### src/rtl/spmv_phase_ctrl.sv
// spmv_phase_ctrl: scatter/gather phase sequencer for the SpMV pipeline.
// Walks all partitions through scatter, then through gather, once per
// iteration, admitting a fixed number of beats per partition and waiting
// for the pipeline to drain before moving to the next partition.
module spmv_phase_ctrl #(
  parameter int PIPE_DEPTH = 5,
  parameter int PAR_W      = 8,
  parameter int ITER_W     = 8,
  parameter int CNT_W      = 20,
  parameter int DRAIN_CYC  = PIPE_DEPTH + 2
) (
  input  logic              clk,
  input  logic              rst,
  input  logic              start,
  input  logic [PAR_W-1:0]  num_par,
  input  logic [ITER_W-1:0] num_iter,
  input  logic [CNT_W-1:0]  edge_cnt,
  input  logic [CNT_W-1:0]  upd_cnt,
  input  logic              edge_valid,
  output logic              edge_ready,
  input  logic              upd_valid,
  output logic              upd_ready,
  output logic [1:0]        control,
  output logic              pp_input_valid,
  output logic [PAR_W-1:0]  part_idx,
  output logic [ITER_W-1:0] iter_idx,
  output logic              busy,
  output logic              done
);

  localparam int DRN_W = $clog2(DRAIN_CYC + 1);

  typedef enum logic [2:0] {
    IDLE    = 3'd0,
    S_LOAD  = 3'd1,
    SCATTER = 3'd2,
    S_DRAIN = 3'd3,
    G_LOAD  = 3'd4,
    GATHER  = 3'd5,
    G_DRAIN = 3'd6
  } state_t;

  state_t              state_q, state_d;
  logic [CNT_W-1:0]    rem_q, rem_d;
  logic [DRN_W-1:0]    drn_q, drn_d;
  logic [PAR_W-1:0]    part_q, part_d;
  logic [ITER_W-1:0]   iter_q, iter_d;
  logic [PAR_W-1:0]    npar_q, npar_d;
  logic [ITER_W-1:0]   niter_q, niter_d;
  logic [1:0]          control_q, control_d;
  logic                busy_q, busy_d;
  logic                done_q, done_d;

  // Partition finished (zero-count load or drain expired) this cycle.
  logic                adv;
  logic                in_gather;
  logic                more_par;
  logic                more_iter;

  assign more_par  = ((PAR_W+1)'(part_q) + (PAR_W+1)'(1)) < (PAR_W+1)'(npar_q);
  assign more_iter = ((ITER_W+1)'(iter_q) + (ITER_W+1)'(1)) < (ITER_W+1)'(niter_q);

  // State and datapath registers, cleared asynchronously so a reset aborts at once.
  always_ff @(posedge clk or posedge rst) begin
    if (rst) begin
      state_q   <= IDLE;
      rem_q     <= '0;
      drn_q     <= '0;
      part_q    <= '0;
      iter_q    <= '0;
      npar_q    <= '0;
      niter_q   <= '0;
      control_q <= 2'd0;
      busy_q    <= 1'b0;
      done_q    <= 1'b0;
    end else begin
      state_q   <= state_d;
      rem_q     <= rem_d;
      drn_q     <= drn_d;
      part_q    <= part_d;
      iter_q    <= iter_d;
      npar_q    <= npar_d;
      niter_q   <= niter_d;
      control_q <= control_d;
      busy_q    <= busy_d;
      done_q    <= done_d;
    end
  end

  // Next-state logic, including the partition/phase/iteration advance step.
  always_comb begin
    state_d   = state_q;
    rem_d     = rem_q;
    drn_d     = drn_q;
    part_d    = part_q;
    iter_d    = iter_q;
    npar_d    = npar_q;
    niter_d   = niter_q;
    done_d    = 1'b0;
    adv       = 1'b0;
    in_gather = (state_q == G_LOAD) || (state_q == GATHER) || (state_q == G_DRAIN);

    case (state_q)
      IDLE: begin
        if (start) begin
          if ((num_par != '0) && (num_iter != '0)) begin
            npar_d  = num_par;
            niter_d = num_iter;
            part_d  = '0;
            iter_d  = '0;
            state_d = S_LOAD;
          end else begin
            done_d = 1'b1;
          end
        end
      end
      S_LOAD: begin
        rem_d = edge_cnt;
        if (edge_cnt == '0) adv = 1'b1;
        else                state_d = SCATTER;
      end
      SCATTER: begin
        if (edge_valid) begin
          rem_d = rem_q - CNT_W'(1);
          if (rem_q == CNT_W'(1)) begin
            drn_d   = DRN_W'(DRAIN_CYC);
            state_d = S_DRAIN;
          end
        end
      end
      G_LOAD: begin
        rem_d = upd_cnt;
        if (upd_cnt == '0) adv = 1'b1;
        else               state_d = GATHER;
      end
      GATHER: begin
        if (upd_valid) begin
          rem_d = rem_q - CNT_W'(1);
          if (rem_q == CNT_W'(1)) begin
            drn_d   = DRN_W'(DRAIN_CYC);
            state_d = G_DRAIN;
          end
        end
      end
      S_DRAIN, G_DRAIN: begin
        drn_d = drn_q - DRN_W'(1);
        if (drn_q == DRN_W'(1)) adv = 1'b1;
      end
      default: state_d = IDLE;
    endcase

    if (adv) begin
      if (more_par) begin
        part_d  = part_q + PAR_W'(1);
        state_d = in_gather ? G_LOAD : S_LOAD;
      end else if (!in_gather) begin
        part_d  = '0;
        state_d = G_LOAD;
      end else if (more_iter) begin
        iter_d  = iter_q + ITER_W'(1);
        part_d  = '0;
        state_d = S_LOAD;
      end else begin
        state_d = IDLE;
        done_d  = 1'b1;
      end
    end

    // Mode and busy are registered off the next state so they line up with it.
    case (state_d)
      S_LOAD, SCATTER, S_DRAIN: control_d = 2'd1;
      G_LOAD, GATHER, G_DRAIN:  control_d = 2'd2;
      default:                  control_d = 2'd0;
    endcase
    busy_d = (state_d != IDLE);
  end

  // Output decode: ready comes straight from state so beats are taken same cycle.
  always_comb begin
    edge_ready     = (state_q == SCATTER);
    upd_ready      = (state_q == GATHER);
    pp_input_valid = (edge_valid & edge_ready) | (upd_valid & upd_ready);
    control        = control_q;
    part_idx       = part_q;
    iter_idx       = iter_q;
    busy           = busy_q;
    done           = done_q;
  end

endmodule

### config.mk
export PLATFORM = sky130hd
export DESIGN_NAME = spmv_phase_ctrl
export DESIGN_NICKNAME = d
export VERILOG_FILES = /design/src/rtl/spmv_phase_ctrl.sv
export SDC_FILE = /design/constraint.sdc
export NUM_CORES = 1
export LEC_CHECK = 0
export ABC_AREA = 0
export BUFFER_PORTS_ARGS = -buffer_cell sky130_fd_sc_hd__buf_2
export CORE_ASPECT_RATIO = 0.75
export CORE_MARGIN = 4
export CORE_UTILIZATION = 45
export CTS_BUF_LIST = sky130_fd_sc_hd__clkbuf_4 sky130_fd_sc_hd__clkbuf_8
export DETAILED_ROUTE_END_ITERATION = 8
export HOLD_SLACK_MARGIN = 0.03
export PLACE_DENSITY = 0.7
export SYNTH_ARGS = -nofsm -noshare
export SYNTH_HDL_FRONTEND = slang
export SYNTH_SLANG_ARGS = --single-unit
### constraint.sdc
create_clock -name clk -period 3 [get_ports clk]
set_input_delay 0.45 -clock clk [delete_from_list [all_inputs] [get_ports clk]]
set_output_delay 0.45 -clock clk [all_outputs]
set_load 0.05 [all_outputs]
=== Word-level counts from Yosys, hierarchy flattened ===
Index checks and enable logic that the tools add are counted.

* Bits in registers: 62
* Bits of input ports: 61

* Add/sub/neg operators: 6
* Magnitude comparators: 2
* Equality and inequality tests: 16
* Mux-type cells: 47
* Bitwise logic cells: 3
* Reductions and logical operators: 17

{| class="wikitable"
|+ Operators by type and width
! cell !! count
|-
| two-way mux 8 bit || 14
|-
| case mux 20 bit (4 select lines) || 1
|-
| two-way mux 3 bit || 15
|-
| zero test 20 bit || 2
|-
| two-way mux 20 bit || 2
|-
| == test 20 x 1 -> 1 bit (second input constant) || 1
|-
| subtractor 20 x 1 -> 20 bit (second input constant) || 1
|-
| adder 8 x 1 -> 9 bit (second input constant) || 2
|-
| == test 3 bit (second input constant) || 6
|-
| < comparator 9 x 8 -> 1 bit || 2
|-
| case mux 3 bit (6 select lines) || 1
|-
| adder 8 x 1 -> 8 bit (second input constant) || 2
|-
| nonzero test 8 bit || 2
|-
| == test 3 x 2 -> 1 bit (second input constant) || 4
|-
| two-way mux 1 bit || 11
|-
| == test 3 x 1 -> 1 bit (second input constant) || 3
|-
| case mux 3 bit (3 select lines) || 1
|-
| AND reduction 3 bit || 3
|-
| nonzero test 3 bit || 2
|-
| OR reduction 3 bit || 2
|-
| inequality test 2 bit (second input constant) || 2
|-
| case mux 2 bit (2 select lines) || 1
|-
| nonzero test 4 bit || 1
|-
| zero test 3 bit || 1
|-
| 7 further kinds || 9
|}

=== Logic depth before layout (Yosys ltp) ===
Gate-level depths: netlist of run 1.

* Depth after elaboration: 9
* Mapped depth: 14

=== Worst setup path after synthesis of run 1 ===
OpenSTA, ideal clock, no wires.

* Path kind: reg-to-reg
* From: reg iter_q[0] (netlist: iter_idx[0])
* To: reg iter_q[3] (netlist: iter_idx[3])
* Data arrival time: 3.205 ns
* Required time: 2.875 ns
* Setup slack: -0.330 ns
* Stages on the path, launching flop included: 15
* Period minus slack after synthesis: 3.330 ns
* Path through: dfrtp_1 -> ha_1 -> nand3_1 -> inv_1 -> nand3_1 -> or2_2 -> nand2_1 -> ha_1 -> and3_1 -> a221oi_1 -> o21a_1 -> nand3_2 -> or2_1 -> buf_6 -> mux2_4

* Word-level cells in the longest chain between the ends: 6

{| class="wikitable"
|+ RTL lines
! item !! RTL line !! RTL
|-
| from (decl) || 47 || <nowiki>logic [ITER_W-1:0] iter_q, iter_d;</nowiki>
|-
| from (signal assigned) || 81 || <nowiki>iter_q <= iter_d;</nowiki>
|-
| adder 8 x 1 -> 9 bit || 61 || <nowiki>assign more_iter = ((ITER_W+1)'(iter_q) + (ITER_W+1)'(1)) < (ITER_W+1)'(niter_q);</nowiki>
|-
| < comparator 9 x 8 -> 1 bit || 61 ||
|-
| two-way mux 8 bit * || 159 || <nowiki>end else if (more_iter) begin</nowiki>
|-
| two-way mux 8 bit * || 156 || <nowiki>end else if (!in_gather) begin</nowiki>
|-
| two-way mux 8 bit * || 153 || <nowiki>if (more_par) begin</nowiki>
|-
| two-way mux 8 bit * || 152 || <nowiki>if (adv) begin</nowiki>
|-
| net iter_d[3] || 47 ||
|}

Mark *: on every way through the listed nets, which the timed path passes. The rest lies on a longest branch.
A chain may end at the register's enable or synchronous reset.

=== Worst setup path after layout of run 1 ===
* From: reg part_q[0] (netlist: part_idx[0])
* To: reg part_q[5] (netlist: part_idx[5])

* Word-level cells in the longest chain between the ends: 4

{| class="wikitable"
|+ RTL lines
! item !! RTL line !! RTL
|-
| from (decl) || 46 || <nowiki>logic [PAR_W-1:0] part_q, part_d;</nowiki>
|-
| from (signal assigned) || 80 || <nowiki>part_q <= part_d;</nowiki>
|-
| adder 8 x 1 -> 9 bit || 60 || <nowiki>assign more_par = ((PAR_W+1)'(part_q) + (PAR_W+1)'(1)) < (PAR_W+1)'(npar_q);</nowiki>
|-
| < comparator 9 x 8 -> 1 bit || 60 ||
|-
| two-way mux 8 bit * || 153 ||
|-
| two-way mux 8 bit * || 152 ||
|-
| net part_d[5] || 46 ||
|}

Marked as above.

==> flow_summary.ini, run 1 <==
[status]
status = complete, no violations

[logic_synthesis]
synthSimpleGateAreaFrac_pct = 19.93
synth_compound_area_share_pct = 25.24
synth.distinct_cells = 70
synth-async-reset-ratio_pct = 100.0
synth_top_family_by_area = compound AO/OA/AOI/OAI gates
synthMuxAreaShare_pct = 5.632
synth_top_area_cell = dfrtp_1
synthesis.area_sq_um = 4199
syn_inst = 455
synth_area_leaders = dfrtp_1 (37%), ha_1 (6.0%), o21ai_0 (5.7%)
synth_warnings = 0
syn_area_per_cell_sq_um = 9.229
synthFlopType = dfrtp_1
yosys.area_share.adder_pct = 5.959
synth_top_area_share_pct = 36.95
synth-xor-area-share_pct = 2.086
ys_seq_area_share_pct = 36.95
ys_ff_latch = 62
synth_edf_count = 0
synth.net_count = 536

[placed_design]
dp_slack_ns = 0.04831
port_buffers = 83
hpwl_mm = 9.003
dpl.cell_count = 661
globalplace.congestion = 0.9628

[timing]
finClkSkew_ns = 0.01002
fin_crit_sh_pct = 98.05
tightest_slew_ns = 1.177
setup_viol = 0
setup_ws_ns = 0.05861
hold_violations = 0
slew_violations = 0
max_slew_margin_pct = 21.27
fin_crit_ns = 2.941
clock.fmax_mhz = 340.0
rsz0062_at_grt = true

[floorplanning]
dieHeight_microns = 91.66
coreArea_sq_um = 9084
rows = 30
ios = 84
dieArea_sq_um = 10960
die_x_microns = 119.5
start_util_pct = 46.23

[setup_path]
path_class = flip-flop to flip-flop
cp.required_ns = 3.23
worstPathMaxFanout = 8
crit_arrival_ns = 3.17
reg2reg_from = part_idx[0]$_DFF_PP0_
crit_start = part_idx[0]$_DFF_PP0_
worstSetupStartpointType = flip-flop
worst_setup_path_end_kind = flip-flop

[global_routing]
overflow = 0
grt.total_usage_pct = 21.55
antenna_found_initial = 0
grt_pass1_vias = 3793
grt_pass1_wl_mm = 19.07
grt_max_degree = 39

[clock_network]
path_clk_slew_ns = 0.07
cts.sinks = 62
clockRootBuffer = clkbuf_8
ctsHoldBuffers = 0
numCtsBuffers = 9
cts_tree = done
cts_buffer_depth = 2
clkLatencyLatePin_ns = 0.35
cts_max_level = 3

[detailed_routing]
via_per_inst = 5.947
dr.first_iter.drc_count = 335
firstDrtPassIters = 7
drc = 0
wl_mm = 11.78
vias = 4056
antenna_left = 0
wl_per_cell_microns = 17.27

[flow_run]
cap_viol_max_count = 0

[worst_hold_path]
hold_path_class = input port to async pin

[final_layout]
stdcell_count = 682
antennaDiodeCount = 0
fillCellCount = 797
drive_above_1_share_pct = 33.75
multiInputGateArea_sq_um = 2572
area_growth_pct = 22.56
seq_area_sq_um = 1565
layout.nets = 630

[power_and_ir_drop]
ir_drop_mv = 0.5046
leakage_nw = 2.322
power_density_nw_per_um2 = 836.1
[registers in the layout (all words and copies together), names as in the netlist]
name / cells
iter_idx: 8
rem_q: 20
state_q: 3
drn_q: 3
control: 2
busy: 1
niter_q: 8
part_idx: 8
done: 1
npar_q: 8
[path summary, 6_finish.rpt]
kind | endpoint | slack [ns] | cells past startpoint
min in group clk | npar_q[7]$_DFFE_PP0P_ | 0.34 | 2
max | part_idx[5]$_DFF_PP0_ | 0.06 | 10
min reg2reg | npar_q[1]$_DFFE_PP0P_ | 0.51 | 1
min | niter_q[2]$_DFFE_PP0P_ | 0.27 | 2
max in group asynchronous | part_idx[0]$_DFF_PP0_ | 2.09 | 3
max reg2reg | part_idx[5]$_DFF_PP0_ | 0.06 | 10
[Yosys cell counts (4+ instances only)]
library cell,n
or2_2,4
a221oi_1,4
nand2b_1,7
inv_1,23
mux2_2,17
and3_1,5
ha_1,20
xnor2_1,8
o211ai_1,5
a22o_1,6
nand3_1,11
nor2_1,33
o21ai_0,48
nor3_1,12
a222oi_1,4
a21oi_1,25
nand2_1,30
buf_2,6
a32o_1,10
dfrtp_1,62
a21o_1,5
nor4_1,13
a31oi_1,4
and2_1,4
or4_1,4
a211oi_1,5
clkbuf_1,8
[what timing repair did]
item,in CTS,in global routing
setup buffers,0,5
resized for setup,0,15
setup endpoints to repair,0,12
[kinds of logic (layout without fill, tap and decap cells)]
logic type      after synthesis  in the layout
compound gates              151            151
fa+ha+maj                    20             20
buf+inv                      42            141
xor+xnor                     10             10
flops                        62             62
mux                          20             20
simple gates                150            150
[per-stage QoR]
step | setup TNS [ns] | hold WS [ns] | cell area (sq um) | util [%] | power (W)
6_report | 0 | 0.2658 | 5146 | 56.65 | 0.004303
3_3_place_gp | 0 | 0.4916 | 4848 | 53.37 | 0.003423
3_5_place_dp | 0 | 0.4936 | 4848 | 53.37 | 0.003484
2_1_floorplan | 0 | 0.4713 | 4253 | - | 0.002899
5_1_grt | -0.09148 | 0.3275 | 5146 | 56.65 | 0.004649
4_1_cts | 0 | 0.2834 | 5047 | 55.56 | 0.004242
[final cells by class]
cell class	count	share of cell area, %
clock buffer	10	2.674
clock inverter	6	1.191
inverter	25	1.823
multi-input combinational	351	49.99
sequential	62	30.42
tap	128	3.112
timing repair buffer	100	10.80
[report_power, final]
| group | leakage (nW) | internal (W) | switching [W] |
|---|---|---|---|
| registers | 0.763 | 0.00114 | 0.000300 |
| clock network | 0.102 | 0.000403 | 0.000338 |
| logic | 1.46 | 0.000867 | 0.00125 |
[critical path: stages, from the launching register on]
cell and delay [ns]:
dfrtp_2 0.42, and3_1 0.17, nand3_1 0.18, nor2_2 0.18, xor2_2 0.19, ha_1 0.28
a21boi_1 0.14, a311o_2 0.40, or2_1 0.26, a32o_2 0.31, a221o_1 0.30
[routing by layer]
layer,vias to the layer above,wire [microns],GRT usage [%]
met2,177,5239,31.06
li1,1918,-,-
met5,-,0,0
met3,20,915,6.227
met1,1941,5465,31.28
met4,0,160,6.387
[layout by cell type (no fill, tap or decap), types with 13 or more instances in the layout]
| master | instances |
|---|---|
| inv_1 | 21 |
| nand2_1 | 28 |
| o21ai_0 | 47 |
| ha_1 | 17 |
| nor2_1 | 32 |
| buf_4 | 16 |
| dfrtp_1 | 51 |
| nor4_1 | 13 |
| buf_2 | 83 |
| a21oi_1 | 24 |
| mux2_2 | 17 |
(Power assumes the default switching activity.)
==> run 2: changes to the inputs <==
- PLACE_DENSITY: 0.7 -> 0.67
- clock period: 3 -> 3.4 ns (I/O delays scaled with it)
==> run 2 against run 1 <==
Register-to-register slack gained 0.10 ns. Routed wire length increased by 2.2%. Global-route usage is 0.24 points higher. Setup slack improved by 0.10 ns. Critical endpoint unchanged. Combinational power down 17%. Die area did not move. Clock power grew 9.0%. Sequential power decreased by 12%. Power shrank 10%. Critical path depth grew 1. Count of clock-buffer cells in the layout is the same. Highest routed layer unchanged. Sequential share of layout area rose by 0.65 points.
==> flow_summary.ini, run 2 (synthesized netlist as in run 1, its figures left out) <==
[setup_path]
cp_slowest_stage_delay_ns = 0.44
reg2reg_from = part_idx[0]$_DFF_PP0_
slowest_stage = dfrtp_1
r2r_setup_slack_ns = 0.16
worst_setup_path_end_kind = flip-flop
crit_chain = ha_1 -> nand3_2 -> or3_1 -> nand2_1 -> ha_1 -> a21oi_1 -> a21boi_0 -> a311o_2 -> or2_1 -> a32o_1 -> a221o_1
r2r_cells = 11
worstPathMaxFanout = 8
crit_start = part_idx[0]$_DFF_PP0_
critPathBufInv = 0
path_class = flip-flop to flip-flop
worstSetupStartpointType = flip-flop
crit_arrival_ns = 3.48
path_common_cell = ha_1
r2r_end = part_idx[5]$_DFF_PP0_
path_delay_family = compound AO/OA/AOI/OAI gates
cp.required_ns = 3.63

[timing]
hold_ws_ns = 0.4019
slew_violations = 0
setup_viol = 0
max_slew_margin_pct = 23.02
tightest_slew_ns = 1.150
clock.fmax_mhz = 308.5
fin_crit_sh_pct = 95.34
finClkSkew_ns = 0.01084
rsz0062_at_grt = false
fin_tns_setup_ns = 0
fin_crit_ns = 3.241
hold_violations = 0

[floorplanning]
rows = 30
start_util_pct = 46.23
coreArea_sq_um = 9084
die_x_microns = 119.5
ios = 84
dieArea_sq_um = 10960
dieHeight_microns = 91.66

[final_layout]
largest_reg_flops = 20
final_common_cell = buf_2
fillCellCount = 840
layout.nets = 620
area_growth_pct = 18.92
drive_above_1_share_pct = 27.76
antennaDiodeCount = 0
final_cell_mix = buf_2 (83), dfrtp_1 (62), o21ai_0 (48)
top_register = rem_q

[detailed_routing]
wl_mm = 12.04
firstDrtPassIters = 5
drc = 0
antenna_left = 0
dr.first_iter.drc_count = 440
wl_per_cell_microns = 17.91
via_per_inst = 5.951
vias = 3999

[power_and_ir_drop]
power_density_nw_per_um2 = 771.4
leakage_nw = 2.309
ir_drop_mv = 0.3130

[placed_design]
port_buffers = 83
globalplace.congestion = 0.9437
hpwl_mm = 9.277

[clock_network]
ctsHoldBuffers = 0
clkLatencyLatePin_ns = 0.35
cts_max_level = 3
cts.sinks = 62
cts_buffer_depth = 2
cts_tree = done
cts_setup_buffers = 0
numCtsBuffers = 9
path_clk_slew_ns = 0.08
clockRootBuffer = clkbuf_8

[worst_hold_path]
hp-start = num_par[5]
whs_path_depth = 2
hold_path_class = input port to flip-flop
whs_endpoint = npar_q[5]$_DFFE_PP0P_

[global_routing]
grt.total_usage_pct = 21.79
antenna_found_initial = 0
overflow = 0
grt_pass1_vias = 3741
grt_pass1_wl_mm = 18.98
grt_max_degree = 51

[status]
status = complete, no violations

[flow_run]
cap_viol_max_count = 0
## run 2: timing repair
action / CTS / global route
setup endpoints to repair: 0 / 5
hold endpoints to repair: 0 / 0
resized for setup: 0 / 1
## run 2: routing by layer
layer	global-route usage, %	wire length, microns	up-vias
li1	-	-	1892
met1	30.59	5684	1953
met2	32.42	5390	137
met3	6.165	794	17
met4	7.245	167	0
met5	0	0	-
## run 2: worst max-delay path by stage
stage	cells past startpoint	end
floorplan	14	iter_idx[3]$_DFF_PP0_
global placement	13	iter_idx[7]$_DFF_PP0_
detailed placement	13	iter_idx[4]$_DFF_PP0_
CTS	13	iter_idx[4]$_DFF_PP0_
global route	11	part_idx[5]$_DFF_PP0_
finish	11	part_idx[5]$_DFF_PP0_
## run 2: per-stage QoR
| step | worst slack [ns] | power (W) | instances | instance area [sq um] | util [%] |
|---|---|---|---|---|---|
| detailed placement | 0.1865 | 0.003023 | 656 | 4745 | 52.23 |
| finish | 0.1586 | 0.003852 | 672 | 4994 | 54.97 |
| global route | 0.001870 | 0.004125 | 672 | 4994 | 54.97 |
| floorplan | 0.07003 | 0.002539 | 455 | 4199 | - |
| global placement | 0.3032 | 0.002965 | 656 | 4745 | 52.23 |
| CTS | 0.1763 | 0.003846 | 672 | 4991 | 54.94 |
## run 2: layout make-up
class	count	area (sq um)	share of cell area, %
multi-input combinational	351	2474	49.54
sequential	62	1551	31.07
timing repair buffer	90	467.9	9.371
tap	128	160.2	3.207
clock buffer	10	137.6	2.756
clock inverter	6	108.9	2.180
inverter	25	93.84	1.879
## run 2: power breakdown
| group | switching (W) | internal (W) | total (W) |
|---|---|---|---|
| registers | 0.000264 | 0.00101 | 0.00127 |
| clock network | 0.000303 | 0.000505 | 0.000808 |
| logic | 0.00108 | 0.000688 | 0.00177 |
